## config.mk

```make
export PLATFORM = sky130hd
export DESIGN_NAME = regfile_sb
export DESIGN_NICKNAME = d
export VERILOG_FILES = /design/src/rtl/regfile_sb_pkg.sv /design/src/rtl/regfile_sb_scoreboard.sv /design/src/rtl/regfile_sb.sv
export SDC_FILE = /design/constraint.sdc
export NUM_CORES = 1
export LEC_CHECK = 0
export CAP_MARGIN = 20
export CORE_UTILIZATION = 27
export CTS_CLUSTER_DIAMETER = 80
export CTS_CLUSTER_SIZE = 8
export DETAILED_ROUTE_END_ITERATION = 12
export SETUP_SLACK_MARGIN = 0.4
export SYNTH_ARGS = -nofsm -noshare
export SYNTH_HDL_FRONTEND = slang
export SYNTH_SLANG_ARGS = --single-unit
```

## constraint.sdc

```tcl
create_clock -name clk -period 1.7 [get_ports clk]
set_input_delay 0.255 -clock clk [delete_from_list [all_inputs] [get_ports clk]]
set_output_delay 0.255 -clock clk [all_outputs]
set_load 0.03 [all_outputs]
```

## src/rtl/regfile_sb_pkg.sv

```systemverilog
// Shared defaults and helpers for the regfile_sb register file.
//   DEF_DATA_W   : default register width
//   DEF_NUM_REGS : default register count (power of 2, >= 2)
//   DEF_ZERO_REG : default for hardwired-zero register 0 (0 = off)
//   addr_w()     : address width derived from a register count
package regfile_sb_pkg;

   localparam int unsigned DEF_DATA_W   = 32;
   localparam int unsigned DEF_NUM_REGS = 4;
   localparam int unsigned DEF_ZERO_REG = 0;

   // Address width for a register count; at least 1 bit.
   function automatic int unsigned addr_w(input int unsigned n);
      return (n < 2) ? 1 : $clog2(n);
   endfunction

endpackage

```

## src/rtl/regfile_sb_scoreboard.sv

```systemverilog
// Pending-write scoreboard for regfile_sb.
// Tracks one pending bit per register: decode marks a destination when it
// issues a producer, writeback clears it. A mark and a clear of the same
// register in one cycle leave it pending, since the mark belongs to a newer
// producer. busy1/busy2 are registered lookups of the next-state bits.
// Ports:
//   clk, reset          : clock, synchronous active-low reset
//   we, waddr           : writeback write (clears pending)
//   mark_en, mark_addr  : decode mark (sets pending)
//   raddr1, raddr2      : lookup indices
//   busy1, busy2        : registered pending bits of raddr1/raddr2
module regfile_sb_scoreboard
   import regfile_sb_pkg::*;
#(
   parameter int unsigned NUM_REGS = DEF_NUM_REGS,
   parameter int unsigned AW       = addr_w(NUM_REGS),
   parameter int unsigned ZERO_REG = DEF_ZERO_REG
) (
   input  logic          clk,
   input  logic          reset,
   input  logic          we,
   input  logic [AW-1:0] waddr,
   input  logic          mark_en,
   input  logic [AW-1:0] mark_addr,
   input  logic [AW-1:0] raddr1,
   input  logic [AW-1:0] raddr2,
   output logic          busy1,
   output logic          busy2
);

   localparam bit ZR = (ZERO_REG != 0);

   logic [NUM_REGS-1:0] pend_d, pend_q;
   logic                busy1_d, busy1_q;
   logic                busy2_d, busy2_q;

   // Next pending state: clear on write, then mark overrides.
   always_comb begin
      pend_d = pend_q;
      for (int unsigned i = 0; i < NUM_REGS; i++) begin
         if (we && (waddr == AW'(i))) pend_d[i] = 1'b0;
         if (mark_en && (mark_addr == AW'(i))) pend_d[i] = 1'b1;
      end
      if (ZR) pend_d[0] = 1'b0;
      busy1_d = pend_d[raddr1];
      busy2_d = pend_d[raddr2];
   end

   always_ff @(posedge clk) begin
      if (!reset) begin
         pend_q  <= '0;
         busy1_q <= 1'b0;
         busy2_q <= 1'b0;
      end else begin
         pend_q  <= pend_d;
         busy1_q <= busy1_d;
         busy2_q <= busy2_d;
      end
   end

   assign busy1 = busy1_q;
   assign busy2 = busy2_q;

endmodule

```

## src/rtl/regfile_sb.sv

```systemverilog
// Parametrised register file with write-to-read bypass, optional hardwired
// zero register and a pending-write scoreboard for RAW hazard detection.
// Ports:
//   clk, reset          : clock, synchronous active-low reset
//   we, waddr, wdata    : write port (writeback)
//   raddr1, raddr2      : read indices, sampled each edge
//   mark_en, mark_addr  : scoreboard mark from decode
//   rdata1, rdata2      : registered read data (1-cycle latency, bypassed)
//   busy1, busy2        : registered pending bits aligned with rdata1/rdata2
module regfile_sb
   import regfile_sb_pkg::*;
#(
   parameter int unsigned DATA_W   = DEF_DATA_W,
   parameter int unsigned NUM_REGS = DEF_NUM_REGS,
   parameter int unsigned ZERO_REG = DEF_ZERO_REG,
   parameter int unsigned AW       = addr_w(NUM_REGS)
) (
   input  logic              clk,
   input  logic              reset,
   input  logic              we,
   input  logic [AW-1:0]     waddr,
   input  logic [DATA_W-1:0] wdata,
   input  logic [AW-1:0]     raddr1,
   input  logic [AW-1:0]     raddr2,
   input  logic              mark_en,
   input  logic [AW-1:0]     mark_addr,
   output logic [DATA_W-1:0] rdata1,
   output logic [DATA_W-1:0] rdata2,
   output logic              busy1,
   output logic              busy2
);

   localparam bit ZR = (ZERO_REG != 0);

   logic [DATA_W-1:0] mem_d [NUM_REGS];
   logic [DATA_W-1:0] mem_q [NUM_REGS];
   logic [DATA_W-1:0] rdata1_d, rdata1_q;
   logic [DATA_W-1:0] rdata2_d, rdata2_q;
   logic              wr_ok_c;
   logic              mark_ok_c;

   // Writes and marks to register 0 are dropped when it is hardwired.
   assign wr_ok_c   = we && !(ZR && (waddr == '0));
   assign mark_ok_c = mark_en && !(ZR && (mark_addr == '0));

   // Storage update and bypassed read muxes.
   always_comb begin
      mem_d = mem_q;
      if (wr_ok_c) mem_d[waddr] = wdata;

      if (ZR && (raddr1 == '0))               rdata1_d = '0;
      else if (wr_ok_c && (waddr == raddr1)) rdata1_d = wdata;
      else                                   rdata1_d = mem_q[raddr1];

      if (ZR && (raddr2 == '0))               rdata2_d = '0;
      else if (wr_ok_c && (waddr == raddr2)) rdata2_d = wdata;
      else                                   rdata2_d = mem_q[raddr2];
   end

   always_ff @(posedge clk) begin
      if (!reset) begin
         for (int unsigned i = 0; i < NUM_REGS; i++) mem_q[i] <= '0;
         rdata1_q <= '0;
         rdata2_q <= '0;
      end else begin
         mem_q    <= mem_d;
         rdata1_q <= rdata1_d;
         rdata2_q <= rdata2_d;
      end
   end

   assign rdata1 = rdata1_q;
   assign rdata2 = rdata2_q;

   regfile_sb_scoreboard #(
      .NUM_REGS (NUM_REGS),
      .AW       (AW),
      .ZERO_REG (ZERO_REG)
   ) u_sb (
      .clk       (clk),
      .reset     (reset),
      .we        (wr_ok_c),
      .waddr     (waddr),
      .mark_en   (mark_ok_c),
      .mark_addr (mark_addr),
      .raddr1    (raddr1),
      .raddr2    (raddr2),
      .busy1     (busy1),
      .busy2     (busy2)
   );

endmodule

```

### After elaboration in Yosys (flattened, before gate mapping)

Index checks and enable logic that the tools add are counted.
W data, S select, Z words.

* register bits: 198
* input bits: 44
* output and inout port bits: 66
* logic and storage cells: 62

* order comparisons: 6
* equality and inequality tests: 8
* multiplexer cells: 23
* bitwise gates (word level): 3
* reductions and logical operators: 13

Operators with widths (count)
* $mux W32: 7
* $bmux W32 S2: 2
* $bwmux W128: 1
* $demux W32 S2: 1
* $logic_and A1 B1 Y1: 11
* $mux W1: 10
* $ge A3 B3 Y1 const B: 3
* $not A2 Y3: 3
* $eq A2 B2 Y1 const B: 4
* $lt A2 B3 Y1 const B: 2
* $bmux W1 S2: 2
* $eq A2 B1 Y1 const B: 2
* $eq A2 B2 Y1: 2
* $logic_not A2 Y1: 2
* $lt A3 B1 Y1 const B: 1

### Depth between registers and ports, before layout

* depth in word-level cells: 6
* mapped depth: 6
* mapped depth without buffers: 3

### Cells and area by module

A second synthesis with hierarchy kept.

* cells, all modules: 988
* area, all modules: 9703.1 µm²

Modules (own cells, without submodules)
* regfile_sb: times used 1, cells an instance 954, area each 9385.3 µm², seq. area each 3843.7 µm²
* regfile_sb_scoreboard: times used 1, cells an instance 34, area each 317.8 µm², seq. area each 120.1 µm²

### Least setup slack after synthesis

OpenSTA, ideal clock, no wires.

* path type: input to register
* from: input port raddr2[1]
* to: register rdata2_q[10], in the netlist rdata2[10]
* library setup time: 0.127 ns
* arrival: 1.286 ns
* data required time: 1.573 ns
* path slack: 0.288 ns
* stages on the path: 5
* buffers on the path: 2
* cells stage by stage: buf_4 > buf_4 > mux4_2 > o31ai_1 > a21boi_0

* cells in the longest elaborated chain, start to end: 5
* elaborated cells on any way between the ends: 7
* classes of those cells: 1 x eq/ne; 4 x mux; 1 x bitwise; 1 x reduce/logical

RTL lines
* start: declaration: line regfile_sb.sv:24 `input logic [AW-1:0] raddr2,`
* $not A2 Y3 (implied by the code): line regfile_sb.sv:57 `else rdata2_d = mem_q[raddr2];`
* $bmux W32 S2: line regfile_sb.sv:57
* $mux W32 (implied by the code) (2 in series): line regfile_sb.sv:57
* $mux W32 (*): line regfile_sb.sv:56 `else if (wr_ok_c && (waddr == raddr2)) rdata2_d = wdata;`
* end signal: assignment: line regfile_sb.sv:68 `rdata2_q <= rdata2_d;`
* end: declaration: line regfile_sb.sv:38 `logic [DATA_W-1:0] rdata2_d, rdata2_q;`

Every way passes the cells marked *; elsewhere a longest branch is shown, timed or not. The select of a mux whose other input is x is not followed.
A chain may end at the register's enable or synchronous reset.

### Worst setup path after layout

* from: input port waddr[1]
* to: register rdata1_q[7], in the netlist rdata1[7]

* cells in the longest elaborated chain, start to end: 3

RTL lines
* start: declaration: line regfile_sb.sv:21 `input logic [AW-1:0] waddr,`
* $eq A2 B2 Y1: line regfile_sb.sv:52 `else if (wr_ok_c && (waddr == raddr1)) rdata1_d = wdata;`
* $logic_and A1 B1 Y1: line regfile_sb.sv:52
* $mux W32: line regfile_sb.sv:52
* end signal: assignment: line regfile_sb.sv:67 `rdata1_q <= rdata1_d;`
* end: declaration: line regfile_sb.sv:37 `logic [DATA_W-1:0] rdata1_d, rdata1_q;`

Every way passes these cells.

==> metrics.csv <==
metric,value,unit
fin_tns_setup,0,ns
drt-total-wl,30.8,mm
most_frequent_standard_cell_in_the_layout_excluding_fill_and_tap_cells,sky130_fd_sc_hd__nand2_1,
clk_pin_slew,0.08,ns
flow.area_growth_from_synthesis,29.5,%
path_cells,clkdlybuf4s15_1 -> buf_6 -> buf_12 -> xor2_4 -> buf_4 -> buf_4 -> o31ai_1 -> a21boi_0,
pnr_total_power,10.9,mW
synth_nets,1019,
crit_slowest_cell,sky130_fd_sc_hd__o31ai_1,
commonest_non_fill_non_tap_cells_in_the_layout,"sky130_fd_sc_hd__nand2_1 (262), sky130_fd_sc_hd__dfxtp_1 (196), sky130_fd_sc_hd__a21boi_0 (183)",
tritoncts_clock_tree,built,
synth.cell_area,9430,um2
ys.warnings.count,0,
routedWlPerCell,19.8,um
cts_buffers,17,
ir_drop,0.712,mV
fillers,3428,
hold-worst-slack,0.189,ns
criticalPathCategory,in -> reg,
initialDrtViolationCount,712,
number_of_global_route_vias_before_repair,8373,
fp.dieH,189,um
drt_pass1_iterations,5,
postLayoutSetupSlackWorst,0.417,ns
post_route_cells_drive_above_1_share,0.255,
dp_slack,-0.466,ns
asyncSetResetFlopFracSynth,0,
fin_worst_skew,0.0114,ns
cp.arrival,1.61,ns
critPathLaunchType,input pin,
drv.max_cap_violation_count,0,
global_route_wire_length_before_repair,48.5,mm
relative_max_transition_margin,0.679,
clkSinkCount,198,
status,"complete, no violations",
worstHoldPathType,in -> reg,
unrepaired_setup_endpoints_after_global_routing,true,
grt_overflow_total,0,
worst_slew_pin_slew,0.482,ns
sequential_cell_area,3970,um2
gr-usage-all-layers,0.177,
synth_edf_count,0,
initial_utilization,0.274,
power.density_cell_area,890,nW/um2
design.final.nets,1130,
report.final.hold_viol_count,0,
cpPeakStageDelay,0.26,ns
syn_inst,975,
die_width,189,um
drc_errors,0,
antenna_left,0,
post_synth.cell_area_avg,9.68,um2
final_util,0.355,
die_area,35700,um2
critical_path.max_fanout,4,
grt_antenna_before_repair,2,
power.static_leakage,4.32,nW
core.rowCount,68,
clk_path_buf_depth,2,
h-tree-depth,4,
maxSlewViolCount,0,
yosys_register_bits,198,
fp.coreArea,34500,um2
setup_violations,0,
multi_input_area,5140,um2
route.vias.total,8082,
gp_routability_congestion,0.776,
worstSetupEndpointType,register,
critPathMostFrequentCell,sky130_fd_sc_hd__buf_4,
maximum_number_of_pins_on_one_net_before_global_route_repair,103,
postSynth.topFlopCell,sky130_fd_sc_hd__dfxtp_1,
timing.critical_path.max_delay_family,buffers and inverters,
place_hpwl,20.2,mm
ctsRootBufferMaster,sky130_fd_sc_hd__clkbuf_16,
worst_skew_pair.late_latency,0.45,ns
synth_cell_types,22,
cp_num_buf_inv,5,
boundaryPins,110,
avgViaCountPerCell,5.20,
synth-seq-area-share,0.420,
critPathRequiredTime,2.03,ns
place.port_buffers,109,
timing.final.crit_share,0.755,
max_freq,0.779,GHz
final_period_minus_worst_setup_slack,1.28,ns
sequential cells by signal, indices dropped and copies added (netlist names):
| register | flops |
|---|---|
| mem_q | 128 |
| rdata1 | 32 |
| rdata2 | 32 |
| u_sb.pend_q | 4 |
| u_sb.busy1 | 1 |
| u_sb.busy2 | 1 |
worst min-delay path: cells and delay by family:
kind	cells	cell delay, ns
AO/OA/AOI/OAI	1	0.09
buffers and inverters	1	0.16
AND/OR/NAND/NOR	1	0.07
routing by layer:
metal / up-vias / GRT usage / wire length (um)
li1: 3749 / - / -
met1: 3963 / 0.232 / 13200
met5: - / 0 / 11
met2: 311 / 0.285 / 14800
met4: 2 / 0.0667 / 687
met3: 57 / 0.0376 / 2100
cells in the mapped netlist, types with 2 or more instances:
cell | count | area, um2
sky130_fd_sc_hd__nand2_1 | 262 | 983
sky130_fd_sc_hd__dfxtp_1 | 198 | 3960
sky130_fd_sc_hd__buf_2 | 42 | 210
sky130_fd_sc_hd__nand4_1 | 64 | 400
sky130_fd_sc_hd__nand3b_1 | 2 | 15.0
sky130_fd_sc_hd__mux4_2 | 66 | 1490
sky130_fd_sc_hd__o22ai_1 | 4 | 25.0
sky130_fd_sc_hd__and3b_1 | 2 | 17.5
sky130_fd_sc_hd__buf_6 | 2 | 22.5
sky130_fd_sc_hd__nand2b_1 | 2 | 12.5
sky130_fd_sc_hd__a21boi_0 | 192 | 1440
sky130_fd_sc_hd__buf_4 | 8 | 60.1
sky130_fd_sc_hd__o31ai_1 | 64 | 480
sky130_fd_sc_hd__xor2_1 | 4 | 35.0
sky130_fd_sc_hd__xnor2_1 | 4 | 35.0
sky130_fd_sc_hd__clkbuf_1 | 53 | 199
stage by stage:
step / area, um2 / std cells
3_3_place_gp: 11700 / 1512
4_1_cts: 12200 / 1554
3_5_place_dp: 11700 / 1512
6_report: 12200 / 1555
2_1_floorplan: 9580 / 975
5_1_grt: 12200 / 1554
report_power, final:
part | internal [mW] | total, mW | switching, mW
clock network | 1.99 | 4.03 | 2.04
registers | 4.81 | 4.91 | 0.100
logic | 0.869 | 1.94 | 1.08
timing repair:
item,in CTS,in global routing
resized for setup,352,25
cloned,0,0
setup buffers,10,0
hold buffers,0,0
pin swaps,3,2
setup endpoints to repair,260,31
kinds of logic (layout without fill, tap and decap cells):
logic type      Yosys count  in the layout  synth area share
simple gates            336            336             0.156
compound gates          260            260             0.206
flops                   198            198             0.420
buf+inv                 107            231            0.0529
mux                      66             66             0.158
xor+xnor                  8              8           0.00743
other cells               0              1                 0
layout make-up:
type	instances	area share
repair buffers	198	0.160
multi-input cells	670	0.421
well taps	455	0.0466
flip-flops and latches	198	0.325
clock buffers	18	0.0359
inverters	1	0.000307
diodes	1	0.000205
clock inverters	14	0.0111
worst paths after layout:
kind | cells past startpoint | end | slack (ns) | from
max | 8 | rdata1[7] | 0.42 | waddr[1]
min | 3 | u_sb.pend_q[2] | 0.19 | reset
max reg2reg | 4 | rdata2[31] | 0.47 | mem_q[31]
min reg2reg | 2 | mem_q[123] | 0.48 | mem_q[123]
Note: power is estimated with default switching activity, not from simulation.
==> RTL change 1, RTL diff (config.mk and constraints unchanged) <==
Reset style: asynchronous (`reset`), changed in 2 clocked blocks. Comments in the files are not updated.
--- a/src/rtl/regfile_sb_scoreboard.sv
+++ b/src/rtl/regfile_sb_scoreboard.sv
@@ -48,3 +48,3 @@
 
-   always_ff @(posedge clk) begin
+   always_ff @(posedge clk or negedge reset) begin
       if (!reset) begin
--- a/src/rtl/regfile_sb.sv
+++ b/src/rtl/regfile_sb.sv
@@ -59,3 +59,3 @@
 
-   always_ff @(posedge clk) begin
+   always_ff @(posedge clk or negedge reset) begin
       if (!reset) begin
Function: differs if reset is asserted again (counterexample within 4 cycles, from zero or initial values and one cycle with reset low); with reset held inactive, the same outputs for 4 cycles.
==> RTL change 1 against the original RTL <==
  * Setup slack better by 0.0077 ns
  * Register-to-register slack worse by 0.05 ns
  * Largest cell class is now flip-flops and latches
  * Synthesized area down 4.9%
  * Sequential cell count unchanged
  * Synthesized cell count down 48%
  * Critical path type is now reg -> reg
  * Sequential power up 27%
  * Design area down 8.2%
  * Via count down 38%
  * Routed wire length down 32%
  * Power up 26%
  * First-iteration DRC count down 69%
==> RTL change 1: results <==
set metrics [dict create \
    result_of_the_run "completed" \
    vias_in_the_first_global_route 5597 \
    fin_skew_ns 0.0109 \
    fillers 3152 \
    ys_types 19 \
    netlist_top_cells_count "sky130_fd_sc_hd__dfrtp_1 (198), sky130_fd_sc_hd__mux2_2 (192), sky130_fd_sc_hd__mux4_2 (66)" \
    max_stage_delay_ns 0.49 \
    share_of_the_synthesized_netlist_area_taken_by_xor_and_xnor_gates_pct 0.390 \
    holdPathStages 2 \
    cellInternalPower_mw 9.56 \
    hpwlAfterDp_um 13500 \
    routabilityCongestion 0.711 \
    route.detailed.vias_per_inst 4.55 \
    net_count_of_the_finished_layout 684 \
    grt.met2_usage_pct 23.2 \
    crit_arrival_ns 1.59 \
    reg2reg_slack_ns 0.42 \
    met2_wirelength_um 11000 \
    synth.net_count 554 \
    grt_max_degree 47 \
    timing.reg2reg.worst_path_depth 2 \
    synth_compound_area_share_pct 0.390 \
    detailedRoute.firstPassIterationCount 4 \
    power.clock.total_mw 3.97 \
    wire_per_inst_um 19.0 \
    total_leakage_power_nw 4.66 \
]
RTL change 1: cell types whose count changed after synthesis, sizes merged, moves of 3 or more:
cell | before | now
o22ai | 4 | 1
mux2 | 0 | 192
nand4 | 64 | 0
o31ai | 64 | 0
a21boi | 192 | 0
dfrtp | 0 | 198
buf | 53 | 32
clkbuf | 53 | 5
dfxtp | 198 | 0
nand2 | 262 | 0
xor2 | 4 | 0
RTL change 1: per-stage QoR:
| stage | hold slack [ns] | TNS (ns) | setup slack, ns |
|---|---|---|---|
| after global placement | 0.236 | -34.03 | -0.264 |
| after global routing | 0.265 | 0 | 0.399 |
| final | 0.245 | 0 | 0.424 |
| after CTS | 0.336 | 0 | 0.382 |
| after floorplan | -0.0406 | 0 | 0.332 |
| after detailed placement | 0.244 | -35.64 | -0.276 |
RTL change 1: timing repair:
action / 4_1_cts / 5_1_grt
pin swaps: 1 / 1
setup buffers: 0 / 2
endpoints found under the hold margin: 34 / 0
setup endpoints to repair: 248 / 60
hold buffers: 1 / 0
resized for setup: 340 / 18
==> RTL change 2, RTL diff (same settings) <==
Made on the original files. Set the package constant `DEF_NUM_REGS` to 8 (it was 4).
--- a/src/rtl/regfile_sb_pkg.sv
+++ b/src/rtl/regfile_sb_pkg.sv
@@ -8,3 +8,3 @@
    localparam int unsigned DEF_DATA_W   = 32;
-   localparam int unsigned DEF_NUM_REGS = 4;
+   localparam int unsigned DEF_NUM_REGS = 8;
    localparam int unsigned DEF_ZERO_REG = 0;
Interface: changed (resized mark_addr, raddr1, raddr2 and waddr); port bits go from 110 to 114. No check against the original RTL was run, so the function may have changed too.
==> RTL change 2 against the original RTL <==
  * Design area increased by 68%
  * Clock power is 100% higher
  * Routed wire length grew 61%
  * Power up 69%
  * Setup slack got worse by 0.039 ns
  * Sequential cell count increased by 132
  * Register-to-register slack worse by 0.09 ns
  * Cell count is 66% higher
  * Synthesized area up 69%
  * Critical path type is now reg -> reg
  * Critical endpoint is now rdata2[1]
  * Highest routed layer unchanged
==> RTL change 2: results <==
set metrics [dict create \
    result_of_the_run "completed" \
    holdPathStages 2 \
    net_count_of_the_finished_layout 1862 \
    synth_area_leaders "sky130_fd_sc_hd__dfxtp_1 (41%), sky130_fd_sc_hd__mux4_2 (18%), sky130_fd_sc_hd__nand2_1 (12%), sky130_fd_sc_hd__a21boi_0 (12%), sky130_fd_sc_hd__mux2i_1 (4.1%)" \
    netlist_top_cells_count "sky130_fd_sc_hd__nand2_1 (520), sky130_fd_sc_hd__dfxtp_1 (330), sky130_fd_sc_hd__a21boi_0 (246)" \
    num_cts_buffers 47 \
    share_of_cells_above_drive_strength_1_pct 27.8 \
    timing.critical_path.fanout_max 3 \
    worstHoldEndpoint "mem_q[37]" \
    place_inst 2524 \
    largest_register_ffs 256 \
    slowest_cell_on_crit_path "sky130_fd_sc_hd__mux4_2" \
    antenna_found_initial 3 \
    dpl-instance-area_sq_mm 0.0190 \
    sw_frac_of_total_pct 24.9 \
    timing.setup.critical_path_class "reg -> reg" \
    worst_setup_hold_path_clk_slew_ns 0.05 \
    grt_max_degree 48 \
    critical_path.reg2reg.startpoint "mem_q[161]" \
    hpwlAfterDp_um 33300 \
    cts_h_tree_depth 2 \
    wire_per_inst_um 19.3 \
    worst_path_dominant_cell_family "multiplexers" \
    total_leakage_power_nw 7.15 \
    dpl_worst_slack_ns -0.450 \
    min_hold_slack_ns 0.0694 \
    clock_tree.buffer_depth 3 \
    reg2reg_slack_ns 0.38 \
    port_buffers 113 \
    grtUsageTotal_pct 16.5 \
    least_margin_pin_slew_ns 0.531 \
    vdd_ir_max_uv 599 \
    ys_types 39 \
    wire_length_of_the_first_global_routing_pass_um 76700 \
    wirelength_um 49700 \
]
RTL change 2: cell type report:
type | instances | area, sq um | share of cell area (%)
clock buffer | 49 | 1190 | 5.83
clock inverter | 2 | 13.8 | 0.0672
inverter | 3 | 11.3 | 0.0550
multi-input combinational | 1165 | 8720 | 42.6
sequential | 330 | 6690 | 32.7
tap | 765 | 957 | 4.67
timing repair buffer | 267 | 2890 | 14.1
RTL change 2: per-layer routing:
metal | wire length, um | GRT usage (%) | share of wire, %
met1 | 21400 | 21.0 | 43
met2 | 24200 | 28.0 | 49
met3 | 3070 | 3.32 | 6.2
met4 | 1100 | 4.93 | 2.2
met5 | 27 | 0 | 0.054
RTL change 2: kinds of logic after synthesis:
logic type	count (synthesis)	synth area share (%)
simple gates	563	14.0
compound gates	402	17.1
flops	330	41.5
mux	194	22.2
buf+inv	182	4.91
xor+xnor	6	0.330
